[config.mk]
export PLATFORM = sky130hd
export DESIGN_NAME = change_dispenser_flat
export DESIGN_NICKNAME = d
export VERILOG_FILES = /design/src/rtl/money_pkg.sv /design/src/rtl/change_dispenser_if.sv /design/src/rtl/change_dispenser_ack_timer.sv /design/src/rtl/change_dispenser.sv /design/src/flat_wrapper.sv
export SDC_FILE = /design/constraint.sdc
export NUM_CORES = 1
export LEC_CHECK = 0
export ABC_AREA = 1
export BUFFER_PORTS_ARGS = -buffer_cell sky130_fd_sc_hd__buf_4
export CORE_MARGIN = 8
export CORE_UTILIZATION = 40
export DETAILED_ROUTE_END_ITERATION = 12
export HOLD_SLACK_MARGIN = 0.1
export MAX_ROUTING_LAYER = met4
export PLACE_DENSITY_LB_ADDON = 0.1
export SLEW_MARGIN = 20
export SYNTH_ARGS = -nofsm -noshare
export SYNTH_HDL_FRONTEND = slang
export SYNTH_SLANG_ARGS = --single-unit
[constraint.sdc]
create_clock -name clk -period 1.89 [get_ports clk]
set_clock_uncertainty 0.1 [all_clocks]
set_input_delay 0.189 -clock clk [delete_from_list [all_inputs] [get_ports clk]]
set_output_delay 0.189 -clock clk [all_outputs]
set_load 0.03 [all_outputs]
[src/rtl/money_pkg.sv]
// Shared money/note codes and the change dispenser state encoding.
// The money-entry FSM uses the same money codes.
package money_pkg;

    localparam logic [1:0] MONEY_0  = 2'b00;
    localparam logic [1:0] MONEY_10 = 2'b01;
    localparam logic [1:0] MONEY_20 = 2'b10;
    localparam logic [1:0] MONEY_30 = 2'b11;

    localparam logic [1:0] NOTE_NONE = 2'b00;
    localparam logic [1:0] NOTE_10   = 2'b01;
    localparam logic [1:0] NOTE_20   = 2'b10;

    typedef enum logic [2:0] {
        IDLE     = 3'd0,
        DISPENSE = 3'd1,
        DONE     = 3'd2,
        REJECT   = 3'd3,
        FAULT    = 3'd4
    } state_t;

    // Largest note that fits in the outstanding change; codes equal their 10-euro value.
    function automatic logic [1:0] next_note(input logic [1:0] remaining);
        return (remaining >= MONEY_20) ? NOTE_20 : NOTE_10;
    endfunction

endpackage

[src/rtl/change_dispenser_if.sv]
// Vend-side request/outcome signals plus the note valid/ack handshake.
interface change_dispenser_if;

    logic       i_start;
    logic [1:0] i_credit;
    logic [1:0] i_price;
    logic       i_note_ack;
    logic       o_note_valid;
    logic [1:0] o_note_value;
    logic       o_busy;
    logic       o_done;
    logic       o_reject;
    logic       o_fault;
    logic [1:0] o_change_out;

    // Driver side: vend controller and note mechanism.
    modport master (
        output i_start, i_credit, i_price, i_note_ack,
        input  o_note_valid, o_note_value, o_busy, o_done, o_reject, o_fault, o_change_out
    );

    // Dispenser block side.
    modport slave (
        input  i_start, i_credit, i_price, i_note_ack,
        output o_note_valid, o_note_value, o_busy, o_done, o_reject, o_fault, o_change_out
    );

endinterface

[src/rtl/change_dispenser_ack_timer.sv]
// Counts cycles a note waits for its ack; flags the last allowed cycle.
module ack_timer #(
    parameter int ACK_TIMEOUT = 15
) (
    input  logic clk,
    input  logic rst,
    input  logic i_clear,
    input  logic i_enable,
    output logic o_expired
);

    localparam int CNT_W = (ACK_TIMEOUT > 2) ? $clog2(ACK_TIMEOUT) : 1;
    localparam logic [CNT_W-1:0] LAST = CNT_W'(ACK_TIMEOUT - 1);

    logic [CNT_W-1:0] r_count;

    // Wait counter; stops at the last allowed cycle so it can never wrap.
    always_ff @(posedge clk) begin
        if (rst || i_clear) begin
            r_count <= '0;
        end else if (i_enable && (r_count != LAST)) begin
            r_count <= r_count + 1'b1;
        end
    end

    assign o_expired = (r_count == LAST);

endmodule

[src/rtl/change_dispenser.sv]
// Computes change after a vend and pays it out one note at a time,
// largest first, reporting done / reject / fault to the vend controller.
module change_dispenser
    import money_pkg::*;
#(
    parameter int ACK_TIMEOUT = 15
) (
    input  logic               clk,
    input  logic               rst,
    change_dispenser_if.slave  bus
);

    state_t     r_state;
    state_t     w_state_nxt;
    logic [1:0] r_remaining;
    logic [1:0] w_remaining_nxt;
    logic [1:0] r_change_out;
    logic [1:0] w_change_nxt;
    logic [1:0] w_note;
    logic [1:0] w_rem_after;
    logic       w_in_dispense;
    logic       w_ack;
    logic       w_expired;

    assign w_in_dispense = (r_state == DISPENSE);
    assign w_ack         = w_in_dispense && bus.i_note_ack;
    assign w_note        = next_note(r_remaining);
    assign w_rem_after   = r_remaining - w_note;

    ack_timer #(
        .ACK_TIMEOUT (ACK_TIMEOUT)
    ) u_ack_timer (
        .clk       (clk),
        .rst       (rst),
        .i_clear   (!w_in_dispense || w_ack),
        .i_enable  (w_in_dispense),
        .o_expired (w_expired)
    );

    // State, outstanding change and issued total.
    always_ff @(posedge clk) begin
        if (rst) begin
            r_state      <= IDLE;
            r_remaining  <= MONEY_0;
            r_change_out <= MONEY_0;
        end else begin
            r_state      <= w_state_nxt;
            r_remaining  <= w_remaining_nxt;
            r_change_out <= w_change_nxt;
        end
    end

    // Next state and register updates; an ack on the last allowed cycle beats the timeout.
    always_comb begin
        w_state_nxt     = r_state;
        w_remaining_nxt = r_remaining;
        w_change_nxt    = r_change_out;
        case (r_state)
            IDLE: begin
                if (bus.i_start) begin
                    if (bus.i_credit < bus.i_price) begin
                        w_state_nxt = REJECT;
                    end else if (bus.i_credit == bus.i_price) begin
                        w_state_nxt  = DONE;
                        w_change_nxt = MONEY_0;
                    end else begin
                        w_state_nxt     = DISPENSE;
                        w_remaining_nxt = bus.i_credit - bus.i_price;
                        w_change_nxt    = MONEY_0;
                    end
                end
            end
            DISPENSE: begin
                if (w_ack) begin
                    w_remaining_nxt = w_rem_after;
                    w_change_nxt    = r_change_out + w_note;
                    if (w_rem_after == MONEY_0) begin
                        w_state_nxt = DONE;
                    end
                end else if (w_expired) begin
                    w_state_nxt = FAULT;
                end
            end
            DONE:    w_state_nxt = IDLE;
            REJECT:  w_state_nxt = IDLE;
            FAULT:   w_state_nxt = FAULT;
            default: w_state_nxt = IDLE;
        endcase
    end

    assign bus.o_note_valid = w_in_dispense;
    assign bus.o_note_value = w_in_dispense ? w_note : NOTE_NONE;
    assign bus.o_busy       = w_in_dispense;
    assign bus.o_done       = (r_state == DONE);
    assign bus.o_reject     = (r_state == REJECT);
    assign bus.o_fault      = (r_state == FAULT);
    assign bus.o_change_out = r_change_out;

endmodule
[src/flat_wrapper.sv]
// flat-port wrapper written by rule: the top's interface ports become plain ports
module change_dispenser_flat import money_pkg::*;
#(
    parameter int ACK_TIMEOUT = 15
)
  (clk, rst, bus_i_start, bus_i_credit, bus_i_price, bus_i_note_ack, bus_o_note_valid, bus_o_note_value, bus_o_busy, bus_o_done, bus_o_reject, bus_o_fault, bus_o_change_out);
  change_dispenser_if bus_i ();
  input  logic clk;
  input  logic rst;
  input wire logic [$bits(bus_i.i_start)-1:0] bus_i_start;
  input wire logic [$bits(bus_i.i_credit)-1:0] bus_i_credit;
  input wire logic [$bits(bus_i.i_price)-1:0] bus_i_price;
  input wire logic [$bits(bus_i.i_note_ack)-1:0] bus_i_note_ack;
  output wire logic [$bits(bus_i.o_note_valid)-1:0] bus_o_note_valid;
  output wire logic [$bits(bus_i.o_note_value)-1:0] bus_o_note_value;
  output wire logic [$bits(bus_i.o_busy)-1:0] bus_o_busy;
  output wire logic [$bits(bus_i.o_done)-1:0] bus_o_done;
  output wire logic [$bits(bus_i.o_reject)-1:0] bus_o_reject;
  output wire logic [$bits(bus_i.o_fault)-1:0] bus_o_fault;
  output wire logic [$bits(bus_i.o_change_out)-1:0] bus_o_change_out;
  assign bus_i.i_start = bus_i_start;
  assign bus_i.i_credit = bus_i_credit;
  assign bus_i.i_price = bus_i_price;
  assign bus_i.i_note_ack = bus_i_note_ack;
  assign bus_o_note_valid = bus_i.o_note_valid;
  assign bus_o_note_value = bus_i.o_note_value;
  assign bus_o_busy = bus_i.o_busy;
  assign bus_o_done = bus_i.o_done;
  assign bus_o_reject = bus_i.o_reject;
  assign bus_o_fault = bus_i.o_fault;
  assign bus_o_change_out = bus_i.o_change_out;
  change_dispenser #(.ACK_TIMEOUT(ACK_TIMEOUT)) u_core (.clk(clk), .rst(rst), .bus(bus_i));
endmodule
==> reports/qor.csv, run 1 <==
metric;value;unit
status;complete, no violations;
grt_pass1_wl;3477;microns
grtUsageMet3;4.007;%
r2r.worst_path.cells;9;
max_stage_delay;0.31;ns
cp-end-kind;output pin;
synth.avg_cell_area;7.177;sq um
final.setup.tns;0;ns
synth_top_cell_by_area;dfxtp_1;
fin_util;50.49;%
yosysUniqueCellTypes;29;
cp_top_family;simple AND/OR/NAND/NOR gates;
path_cells;inv_1 -> ha_1 -> nor2_1 -> nand2_1 -> inv_1 -> buf_4;
leakagePower;0.5536;nW
fill_cells;229;
synth_top_area_share;23.78;%
dpl_cell_area;1070;sq um
irDropWorstVdd;0.0006345;V
finalPower;1.212;mW
dieArea;4110;sq um
cp_common_cell;inv_1;
holdWs;0.1912;ns
fin_cells;177;
grt_start_max_net_pins;9;
htree_levels;1;
syn_nets;145;
crit_required;1.60;ns
gr-usage-all-layers;10.55;%
gp_congestion;0.8158;
fmax;603.8;MHz
cts_resized;0;
synth-main-ff-cell;dfxtp_1;
min_path_cells;5;
arrival;1.37;ns
r2r_end;u_core.r_remaining[0];
die_w;64.11;microns
ys_seq_area_share;23.78;%
hold_viol_final;0;
syn_area;925.9;sq um
synth_cells;129;
synth_edf_count;0;
synthTopCellsByCount;inv_1, nand2_1, nor2_1, dfxtp_1, nand3_1;
synth_most_common_cell;inv_1;
hp-start;bus_i_note_ack;
antenna_found_initial;0;
routed_wl;1954;microns
pre_cts_ws;0.2910;ns
drive_gt1_share;30.87;%
diodes;0;
gr-total-overflow;0;
cts_setup_buffers;0;
r2r_slack;0.53;ns
clk_latency;0.27;ns
critPathKind;flop to output pin;
setup_viol_count_final;0;
stdcell_area;1106;sq um
drt_pass1_iterations;4;
synthTopCellsByArea;dfxtp_1, inv_1, ha_1;
start_util;42.26;%
grt_pass1_vias;776;
cts_tree;built;
fp.dieH;64.11;microns
path_clk_slew;0.07;ns
yosysWarnings;0;
grtUsageMet2;16.44;%
viasPerCell;4.554;
clock_path_buffers;2;
r2r-start;u_core.r_remaining[1];
finalCritPeriodShare;87.63;%
cts_made_buffers;3;
dpl.hpwl;1583;microns
fin_crit;1.656;ns
vias;806;
fp-row-count;17;
slowest_stage;dfxtp_1;
synth_seq_cells;11;
path_buf_inv;3;
maxSlewHeadroom;79.71;%
drc;0;
grtUsageMet1;12.59;%
path_max_fanout;3;
io_buffers;16;
ant_nets;0;
rsz0062_at_grt;false;
setup_ws;0.2337;ns
drv_cap;0;
min_path_type;input pin to flop;
cts.sinks;11;
cp-start-kind;flop;
io-pin-count;17;
areaGrowthSynthToFinish;19.46;%
holdPathEnd;u_core.r_state[0];
busiest_layer;met2;
coreArea;2191;sq um
root_buffer;clkbuf_4;
postCtsHoldBufs;1;
routedWlPerCell;11.04;microns
place_inst;172;
fin_nets;166;
slew_violations;0;
worst_pin_slew;0.3021;ns
power_density;1096;nW/um^2
async_reset_ff_share;0;%
drt-initial-drc-count;27;
## layer usage
layer / part of all wire (%) / routed length [microns]
met1: 47 / 912
met2: 49 / 948
met3: 4.1 / 81
met4: 0.56 / 11
met5: 0 / 0
## cells by family after synthesis
logic type / count (synthesis) / synth area share [%]
simple gates: 64 / 40.27
flops: 11 / 23.78
xor+xnor: 1 / 0.9461
fa+ha+maj: 8 / 11.62
buf+inv: 32 / 14.46
compound gates: 13 / 8.919
## registers in the layout (all words and copies together) (netlist names)
register,cells
u_core.bus.o_change_out,2
u_core.u_ack_timer.r_count,4
u_core.r_remaining,2
u_core.r_state,3
## worst min-delay path: stages
cell and delay [ns]:
buf_4 0.10, nand3_2 0.08, nand4_1 0.08, nand2_1 0.04
inv_1 0.04
## layout make-up
| cell class | instances | area, sq um | area share (%) |
|---|---|---|---|
| inverters | 30 | 115.1 | 10.41 |
| flip-flops and latches | 11 | 220.2 | 19.91 |
| repair buffers | 18 | 137.6 | 12.44 |
| well taps | 28 | 35.03 | 3.167 |
| multi-input cells | 86 | 571.8 | 51.70 |
| clock buffers | 4 | 26.28 | 2.376 |
## worst max-delay path by stage
stage / from / endpoint / slack [ns] / cells after the start
after floorplan: u_core.r_state[0] / bus_o_reject / 0.40 / 3
after global placement: bus_i_credit[0] / u_core.bus.o_change_out[1] / 0.32 / 9
after detailed placement: bus_i_credit[0] / u_core.bus.o_change_out[1] / 0.29 / 9
after CTS: u_core.r_remaining[0] / bus_o_note_value[0] / 0.21 / 6
after global routing: u_core.r_remaining[0] / bus_o_note_value[0] / 0.09 / 6
final: u_core.r_remaining[0] / bus_o_note_value[0] / 0.23 / 6
## cells in the final DEF, fill, tap and decap left out
cell            n
ha_1            7
nor3_2          1
clkbuf_1        1
nor2_4          4
nand4_1         1
fa_1            1
clkinv_1        1
xnor2_1         1
nor2_1         12
o21ai_1         6
nand2_4         2
o21ai_2         2
nor3_1          3
nand2_1        21
nor2_8          1
nor2_2          2
dlygate4sd3_1   1
inv_2           3
clkbuf_4        3
inv_4           1
inv_1          25
buf_4          17
dfxtp_1        11
a211oi_2        1
o21ai_0         1
nand3_1         8
nand3_2         4
o211ai_1        1
a21oi_1         2
nand4_2         1
nand2_2         4
## power breakdown
group | switching, mW | leakage [nW] | internal [mW]
Sequential | 0.0365 | 0.0900 | 0.275
Clock | 0.0812 | 0.0150 | 0.0818
Combinational | 0.474 | 0.449 | 0.263
(Power assumes the default switching activity.)
==> inputs of run 2 (changes only) <==
--- a/config.mk
+++ b/config.mk
@@ -7,8 +7,10 @@
 export LEC_CHECK = 0
 export ABC_AREA = 1
 export BUFFER_PORTS_ARGS = -buffer_cell sky130_fd_sc_hd__buf_4
+export CELL_PAD_IN_SITES_DETAIL_PLACEMENT = 0
+export CELL_PAD_IN_SITES_GLOBAL_PLACEMENT = 1
 export CORE_MARGIN = 8
-export CORE_UTILIZATION = 40
+export CORE_UTILIZATION = 38
 export DETAILED_ROUTE_END_ITERATION = 12
 export HOLD_SLACK_MARGIN = 0.1
 export MAX_ROUTING_LAYER = met4
==> reports/qor.csv, run 2 (synthesis results as in run 1) <==
metric;value;unit;change
worst_pin_slew;0.2763;ns;was 0.3021 ns
top_register;u_core.u_ack_timer.r_count;;unchanged
io-pin-count;17;;unchanged
die_w;65.36;microns;was 64.11 microns
routed_wl;1976;microns;was 1954 microns
crit_required;1.60;ns;about the same
slew_violations;0;;unchanged
fin_nets;166;;unchanged
rsz0062_at_grt;false;;unchanged
path_max_fanout;3;;unchanged
gp_congestion;0.8426;;was 0.8158
wl_met2;967;microns;was 948 microns
largest_register_ff_count;4;;unchanged
diodes;0;;unchanged
maxSlewHeadroom;81.45;%;was 79.71%
cts_made_buffers;3;;unchanged
fp.dieH;65.36;microns;was 64.11 microns
viasPerCell;4.503;;was 4.554
grt_pass1_vias;772;;was 776
finalCritPeriodShare;89.19;%;was 87.63%
cp-start-kind;flop;;unchanged
gr-total-overflow;0;;unchanged
met1Wirelength;902;microns;was 912 microns
postCtsHoldBufs;1;;unchanged
start_util;38.78;%;was 42.26%
routedWlPerCell;11.04;microns;about the same
root_buffer;clkbuf_4;;unchanged
fmax;593.2;MHz;was 603.8 MHz
drt_pass1_iterations;4;;unchanged
layout_commonest_cell;inv_1;;unchanged
areaGrowthSynthToFinish;19.86;%;was 19.46%
cts_resized;0;;unchanged
dpl.hpwl;1617;microns;was 1583 microns
fin_crit;1.686;ns;was 1.656 ns
antenna_found_initial;0;;unchanged
grt_start_max_net_pins;9;;unchanged
final.setup.tns;0;ns;unchanged
status;complete, no violations;;unchanged
pre_cts_ws;0.2864;ns;was 0.2910 ns
ant_nets;0;;unchanged
fin_cells;179;;was 177
met3WireLength;92;microns;was 81 microns
path_clk_slew;0.07;ns;about the same
drv_cap;0;;unchanged
leakagePower;0.5563;nW;was 0.5536 nW
largestRegisters;u_core.u_ack_timer.r_count x4, u_core.r_state x3;;unchanged
io_buffers;16;;unchanged
hold_viol_final;0;;unchanged
clk_latency;0.27;ns;about the same
critPathKind;flop to output pin;;unchanged
mostFrequentLayoutCells;inv_1, nand2_1, buf_4, nor2_1, dfxtp_1;;unchanged
cts_tree;built;;unchanged
dr.max_layer_used;met4;;unchanged
setup_ws;0.2043;ns;was 0.2337 ns
dieArea;4272;sq um;was 4110 sq um
clock_path_buffers;2;;unchanged
htree_levels;1;;unchanged
drive_gt1_share;31.54;%;was 30.87%
coreArea;2387;sq um;was 2191 sq um
power_density;1096;nW/um^2;about the same
gr-usage-all-layers;10.42;%;was 10.55%
drc;0;;unchanged
cp-end-kind;output pin;;unchanged
setup_viol_count_final;0;;unchanged
min_path_type;input pin to flop;;unchanged
drt-initial-drc-count;44;;was 27
fp-row-count;18;;was 17
fill_cells;265;;was 229
cts_setup_buffers;0;;unchanged
arrival;1.40;ns;was 1.37 ns
vias;806;;unchanged
grt_pass1_wl;3463;microns;was 3477 microns
place_inst;174;;was 172
cts.sinks;11;;unchanged
irDropWorstVdd;0.0006973;V;was 0.0006345 V
==> run 2: cell types whose count changed in the layout (fill, tap and decap cells not counted), sizes merged <==
cell	previous run	this run
clkbuf	4	3
clkinv	1	2
==> run 2: worst paths after layout <==
kind | depth (start not counted) | from | slack [ns] | endpoint
worst max-delay path | 6 | u_core.r_remaining[0] | 0.20 | bus_o_note_value[0]
worst min-delay path | 5 | bus_i_note_ack | 0.19 | u_core.r_state[0]
worst max register to register | 9 | u_core.r_remaining[1] | 0.53 | u_core.r_remaining[0]
worst min register to register | 2 | u_core.u_ack_timer.r_count[3] | 0.40 | u_core.u_ack_timer.r_count[3]
==> run 2: worst max-delay path, cell delays in order (launching register included) <==
cell     delay, ns
dfxtp_1       0.31
inv_1         0.06
ha_1          0.19
nor2_1        0.21
nand2_1       0.13
inv_1         0.08
buf_4         0.16
==> run 2: final cells by class <==
class	instances	area [sq um]	area share, %
clock buffers	3	22.52	2.029
inverters	30	115.1	10.37
well taps	30	37.54	3.382
flip-flops and latches	11	220.2	19.84
repair buffers	18	137.6	12.40
multi-input cells	86	571.8	51.52
clock inverters	1	5.005	0.4510
==> run 2: layer usage <==
metal	vias to the layer above	track usage (%)
met5	-	-
met4	0	2.725
met3	2	3.401
met2	16	17.10
met1	352	11.93
li1	436	-
==> run 2: where the power goes <==
| part | switching [mW] | total (mW) | internal, mW |
|---|---|---|---|
| clock network | 0.0848 | 0.163 | 0.0783 |
| registers | 0.0343 | 0.309 | 0.275 |
| logic | 0.481 | 0.744 | 0.263 |
| total | 0.600 | 1.22 | 0.616 |
==> run 2: through the flow <==
step           total power, mW  hold slack [ns]  utilization, %  area [sq um]
2_1_floorplan           0.8955           0.1605               -         925.9
3_3_place_gp             1.061           0.2962           44.92          1072
3_5_place_dp             1.060           0.3007           44.92          1072
4_1_cts                  1.231           0.1865           46.49          1110
5_1_grt                  1.328           0.2047           46.49          1110
6_report                 1.216           0.1934           46.49          1110
